File: config.mk
export PLATFORM = sky130hd
export DESIGN_NAME = high_score_keeper_flat
export DESIGN_NICKNAME = d
export VERILOG_FILES = /design/src/rtl/high_score_keeper_if.sv /design/src/rtl/high_score_keeper.sv /design/src/flat_wrapper.sv
export SDC_FILE = /design/constraint.sdc
export NUM_CORES = 1
export LEC_CHECK = 0
export ABC_AREA = 1
export CORE_MARGIN = 3
export CORE_UTILIZATION = 27
export CTS_CLUSTER_DIAMETER = 30
export CTS_CLUSTER_SIZE = 14
export DETAILED_ROUTE_END_ITERATION = 10
export PLACE_DENSITY = 0.53
export SLEW_MARGIN = 20
export SYNTH_ARGS = -nofsm -noshare
export SYNTH_HDL_FRONTEND = slang
export SYNTH_SLANG_ARGS = --single-unit
File: constraint.sdc
create_clock -name clk -period 2.3 [get_ports clk]
set_input_delay 0.345 -clock clk [delete_from_list [all_inputs] [get_ports clk]]
set_output_delay 0.345 -clock clk [all_outputs]
set_load 0.02 [all_outputs]
File: src/rtl/high_score_keeper_if.sv
// Session/result bus between the login/game stages and the high-score keeper.
interface high_score_keeper_if #(
    parameter int SCORE_W = 8
);
    logic               logged_in;
    logic [2:0]         user_id;
    logic               game_done;
    logic [SCORE_W-1:0] final_score;
    logic [SCORE_W-1:0] high_score;
    logic [3:0]         games_played;
    logic               ready;
    logic               new_record;

    modport master (
        output logged_in, user_id, game_done, final_score,
        input  high_score, games_played, ready, new_record
    );

    modport slave (
        input  logged_in, user_id, game_done, final_score,
        output high_score, games_played, ready, new_record
    );
endinterface

File: src/rtl/high_score_keeper.sv
// Per-user best score and game count table with lookup latency and a timed
// new-record celebration pulse.
module high_score_keeper #(
    parameter int SCORE_W          = 8,
    parameter int NUM_USERS        = 6,
    parameter int CELEBRATE_CYCLES = 100
) (
    input logic               clk,
    input logic               rst,
    high_score_keeper_if.slave bus
);
    typedef enum logic [2:0] {
        IDLE, RD_WAIT1, RD_WAIT2, READY, COMPARE, WRITE, CELEBRATE
    } state_t;

    localparam int               CNT_W    = (CELEBRATE_CYCLES > 1) ? $clog2(CELEBRATE_CYCLES) : 1;
    localparam logic [CNT_W-1:0] CNT_LAST = CNT_W'(CELEBRATE_CYCLES - 1);
    localparam logic [3:0]       USERS    = 4'(NUM_USERS);

    state_t             state;
    logic [SCORE_W-1:0] tbl_score [NUM_USERS];
    logic [3:0]         tbl_games [NUM_USERS];
    logic [2:0]         uid;
    logic [SCORE_W-1:0] latched;
    logic [SCORE_W-1:0] high_score_q;
    logic [3:0]         games_q;
    logic               ready_q;
    logic               new_record_q;
    logic [CNT_W-1:0]   cnt;
    logic [3:0]         games_inc;

    always_comb begin
        games_inc = (tbl_games[uid] == 4'hF) ? 4'hF : tbl_games[uid] + 4'd1;
    end

    always_ff @(posedge clk) begin
        if (!rst) begin
            state <= IDLE;
            for (int unsigned i = 0; i < NUM_USERS; i++) begin
                tbl_score[i[2:0]] <= '0;
                tbl_games[i[2:0]] <= '0;
            end
            uid          <= '0;
            latched      <= '0;
            high_score_q <= '0;
            games_q      <= '0;
            ready_q      <= 1'b0;
            new_record_q <= 1'b0;
            cnt          <= '0;
        end else if (!bus.logged_in && state != WRITE) begin
            state        <= IDLE;
            ready_q      <= 1'b0;
            new_record_q <= 1'b0;
            high_score_q <= '0;
            games_q      <= '0;
        end else begin
            case (state)
                IDLE: begin
                    if (bus.logged_in && {1'b0, bus.user_id} < USERS) begin
                        uid   <= bus.user_id;
                        state <= RD_WAIT1;
                    end
                end
                RD_WAIT1: state <= RD_WAIT2;
                RD_WAIT2: begin
                    high_score_q <= tbl_score[uid];
                    games_q      <= tbl_games[uid];
                    ready_q      <= 1'b1;
                    state        <= READY;
                end
                READY: begin
                    if (bus.game_done) begin
                        latched <= bus.final_score;
                        ready_q <= 1'b0;
                        state   <= COMPARE;
                    end
                end
                COMPARE: begin
                    tbl_games[uid] <= games_inc;
                    games_q        <= games_inc;
                    if (latched > tbl_score[uid]) begin
                        state <= WRITE;
                    end else begin
                        ready_q <= 1'b1;
                        state   <= READY;
                    end
                end
                WRITE: begin
                    // The table write always lands; a logout seen here only skips the celebration.
                    tbl_score[uid] <= latched;
                    if (!bus.logged_in) begin
                        state        <= IDLE;
                        ready_q      <= 1'b0;
                        new_record_q <= 1'b0;
                        high_score_q <= '0;
                        games_q      <= '0;
                    end else begin
                        high_score_q <= latched;
                        new_record_q <= 1'b1;
                        cnt          <= '0;
                        state        <= CELEBRATE;
                    end
                end
                CELEBRATE: begin
                    cnt <= cnt + 1'b1;
                    if (cnt == CNT_LAST) begin
                        new_record_q <= 1'b0;
                        ready_q      <= 1'b1;
                        state        <= READY;
                    end
                end
                default: state <= IDLE;
            endcase
        end
    end

    assign bus.high_score   = high_score_q;
    assign bus.games_played = games_q;
    assign bus.ready        = ready_q;
    assign bus.new_record   = new_record_q;
endmodule
File: src/flat_wrapper.sv
// flat-port wrapper written by rule: the top's interface ports become plain ports
module high_score_keeper_flat 
#(
    parameter int SCORE_W          = 8,
    parameter int NUM_USERS        = 6,
    parameter int CELEBRATE_CYCLES = 100
)
  (clk, rst, bus_logged_in, bus_user_id, bus_game_done, bus_final_score, bus_high_score, bus_games_played, bus_ready, bus_new_record);
  high_score_keeper_if #(.SCORE_W(SCORE_W)) bus_i ();
  input logic clk;
  input logic rst;
  input wire logic [$bits(bus_i.logged_in)-1:0] bus_logged_in;
  input wire logic [$bits(bus_i.user_id)-1:0] bus_user_id;
  input wire logic [$bits(bus_i.game_done)-1:0] bus_game_done;
  input wire logic [$bits(bus_i.final_score)-1:0] bus_final_score;
  output wire logic [$bits(bus_i.high_score)-1:0] bus_high_score;
  output wire logic [$bits(bus_i.games_played)-1:0] bus_games_played;
  output wire logic [$bits(bus_i.ready)-1:0] bus_ready;
  output wire logic [$bits(bus_i.new_record)-1:0] bus_new_record;
  assign bus_i.logged_in = bus_logged_in;
  assign bus_i.user_id = bus_user_id;
  assign bus_i.game_done = bus_game_done;
  assign bus_i.final_score = bus_final_score;
  assign bus_high_score = bus_i.high_score;
  assign bus_games_played = bus_i.games_played;
  assign bus_ready = bus_i.ready;
  assign bus_new_record = bus_i.new_record;
  high_score_keeper #(.SCORE_W(SCORE_W), .NUM_USERS(NUM_USERS), .CELEBRATE_CYCLES(CELEBRATE_CYCLES)) u_core (.clk(clk), .rst(rst), .bus(bus_i));
endmodule
==> metrics.yaml, run 1 <==
synth:
  synth_top_cell_by_area: "edfxtp_1"
  ys.flop_type: "edfxtp_1"
  syn_inst: 711
  synthesis.nets: 736
  synth.top_cell.area_share: 0.459
  ys_seq_area_frac: 0.580
  synth_most_common_cell: "nand2_1"
  mappedNetlistArea_mm2: 0.00628
  synth.distinct_cells: 36
  synth.area.top_cells: "edfxtp_1 46%, dfxtp_1 12%, nand2_1 8.6%"
  async_reset_ff_frac: 0
  synth_edf_count: 96
  synth-seq-cells: 134
  yosysWarnings: 0
  syn_avg_cell_area_um2: 8.83
  synth_common_cells: "144 x nand2_1, 128 x nor2_1, 96 x edfxtp_1"
grt:
  grt-ovfl-total: 0
  grt_pass1_vias: 4971
  grtUsageTotal: 0.132
  grt_pass1_wl_um: 25600
  grt_max_degree: 31
  antenna_found_initial: 0
sta:
  slew-limit-headroom: 0.675
  rsz0062_at_grt: "yes"
  setup_violations: 0
  hold_viol: 0
  drv_slew: 0
  fin_crit_sh: 0.957
  worst_pin_slew_ns: 0.486
  final.min_clock_period_ns: 2.20
  fmax_ghz: 0.454
  fin_worst_skew_ns: 0.00894
cells_and_area:
  nets: 820
  finalInstanceArea_mm2: 0.00805
  fin_cells: 1121
  drive_gt1_frac: 0.155
  seq_area_mm2: 0.00365
  final_core_util: 0.353
  multi_input_area_mm2: 0.00226
  antenna_cells: 0
  fill_cells: 2345
  area_growth_pct: 28.1
placed_design:
  dp_hpwl_um: 11400
  postPlaceCellArea_mm2: 0.00734
  port-buffer-count: 28
  place_inst: 1086
  gp_congestion: 0.816
drt:
  ant_nets: 0
  routed-via-count: 4996
  routed_wl_um: 15900
  via_per_inst: 4.46
  avgRoutedWirePerCell_um: 14.2
  drt_iter0_markers: 366
  first_pass_iters: 5
  drcViolationCount: 0
floorplanning:
  rows: 55
  start_util: 0.276
  die_area_mm2: 0.0251
  die_w_um: 159
  io_pins: 29
  core_area_mm2: 0.0228
  die_h_um: 159
flow_run:
  drv_cap: 0
worst_setup_path:
  cp_num_buf_inv: 3
  worstPathCellList: "inv_4 -> buf_12 -> o21ai_0 -> o221ai_1 -> buf_4 -> nand2_1 -> ha_4 -> nand2_1 -> nor2_2 -> nand4_1 -> nand3_2 -> nand3_1 -> nand2_1 -> a21oi_1"
  critical-path-slowest-cell: "dfxtp_4"
  cp-end-kind: "register"
  max_stage_delay_ns: 0.37
  path_max_fanout: 8
  cp_common_cell: "nand2_1"
  cp_top_family: "simple AND/OR/NAND/NOR gates"
  cp.required_ns: 2.61
  arrival_ns: 2.51
  criticalPathCategory: "register to register"
  start_kind: "register"
clock_tree:
  cts_hold_buf: 0
  cts_tree: "built"
  cts_buffer_depth: 2
  root_buffer: "clkbuf_16"
  cts_buffers: 17
  clkTransAtPathRegs_ns: 0.06
  h-tree-depth: 4
  cts_sinks: 134
  clk_latency_ns: 0.42
power_and_ir_drop:
  peakVddDrop_mv: 0.501
  p_leak_nw: 3.11
  fin_total_pwr_mw: 5.95
  p_per_area_mw_per_mm2: 740
run_status:
  status: "completed"
worst_hold_path:
  hold_class: "register to register"
## report_power, final
group          internal (mW)  switching [mW]
logic                  0.266           0.360
registers               2.63          0.0269
clock network           1.60            1.08
## state kept, by name, indices dropped and copies added, names as in the netlist, named ones only
| signal | cells |
|---|---|
| u_core.bus.games_played | 4 |
| u_core.bus.high_score | 8 |
| u_core.bus.new_record | 1 |
| u_core.bus.ready | 1 |
| u_core.cnt | 7 |
| u_core.latched | 8 |
| u_core.state | 3 |
| u_core.tbl_games | 32 |
| u_core.tbl_score | 64 |
| u_core.uid | 3 |
## cell type report
type / instances / area share
sequential: 134 / 0.453
timing repair buffer: 89 / 0.105
clock inverter: 15 / 0.0191
inverter: 85 / 0.0400
tap: 313 / 0.0487
multi-input combinational: 468 / 0.281
clock buffer: 17 / 0.0529
## timing repair
action / CTS / global route
pin swaps: 0 / 9
gates cloned: 0 / 2
gates resized for setup: 1 / 17
endpoints found under the setup margin: 1 / 24
buffers inserted: 0 / 1
## final timing paths
check / from / end / slack, ns / cells past startpoint
worst min-delay path: u_core.bus.ready / u_core.bus.ready / 0.47 / 2
worst min register to register: u_core.bus.ready / u_core.bus.ready / 0.47 / 2
worst max register to register: register / u_core.state[2] / 0.1 / 14
worst max-delay path: register / u_core.state[2] / 0.1 / 14
## through the flow
step | worst slack [ns] | hold slack [ns] | TNS [ns]
after floorplan | 0.0303 | 0.456 | 0
after global placement | 0.0543 | 0.462 | 0
after detailed placement | 0.0238 | 0.468 | 0
after CTS | 0.0416 | 0.477 | 0
after global routing | -0.0786 | 0.487 | -0.380
final | 0.0995 | 0.473 | 0
## placed cells by master (no fill, tap or decap), types with 3 or more instances in the layout
cell type | Yosys | routed
nor3_1 | 5 | 5
ha_1 | 10 | 9
nand2_2 | 5 | 7
o221ai_1 | 14 | 11
buf_4 | 1 | 51
a21oi_1 | 32 | 32
inv_2 | 8 | 7
clkbuf_16 | 0 | 19
nand2_1 | 144 | 142
dfxtp_1 | 38 | 36
nand4_1 | 3 | 3
clkinv_4 | 0 | 5
nor2_2 | 6 | 7
buf_12 | 0 | 4
clkinv_1 | 1 | 3
o221ai_2 | 0 | 3
nor2_1 | 128 | 127
nand3_1 | 38 | 37
a31oi_1 | 9 | 9
o21ai_0 | 60 | 60
edfxtp_1 | 96 | 96
clkdlybuf4s50_1 | 0 | 28
inv_1 | 76 | 76
## cells by family after synthesis
kind of cell,after synthesis,synth area share
buf+inv,109,0.0683
simple gates,335,0.220
flops,134,0.580
compound gates,122,0.110
fa+ha+maj,10,0.0199
xor+xnor,1,0.00139
## worst register-to-register path, delay by kind of cell (launching register included)
| family | cells | cell delay [ns] |
|---|---|---|
| compound gates | 3 | 0.31 |
| buf+inv | 3 | 0.41 |
| fa+ha+maj | 1 | 0.29 |
| flops | 1 | 0.37 |
| simple gates | 7 | 0.70 |
## routing by layer
metal  part of all wire  track usage  routed length (um)
met1               0.46        0.171                7360
met2               0.49        0.219                7810
met3              0.031       0.0351                 499
met4              0.016       0.0377                 247
met5                  0            0                   0
No activity file was read; power rests on OpenSTA's default activity.
==> run 2: changes to the inputs <==
--- a/config.mk
+++ b/config.mk
@@ -9,10 +9,9 @@
 export CORE_MARGIN = 3
 export CORE_UTILIZATION = 27
 export CTS_CLUSTER_DIAMETER = 30
-export CTS_CLUSTER_SIZE = 14
+export CTS_CLUSTER_SIZE = 10
 export DETAILED_ROUTE_END_ITERATION = 10
 export PLACE_DENSITY = 0.53
-export SLEW_MARGIN = 20
 export SYNTH_ARGS = -nofsm -noshare
 export SYNTH_HDL_FRONTEND = slang
 export SYNTH_SLANG_ARGS = --single-unit
==> results of run 2 <==
The final DEF is identical to that of run 1; final timing and power are the same.
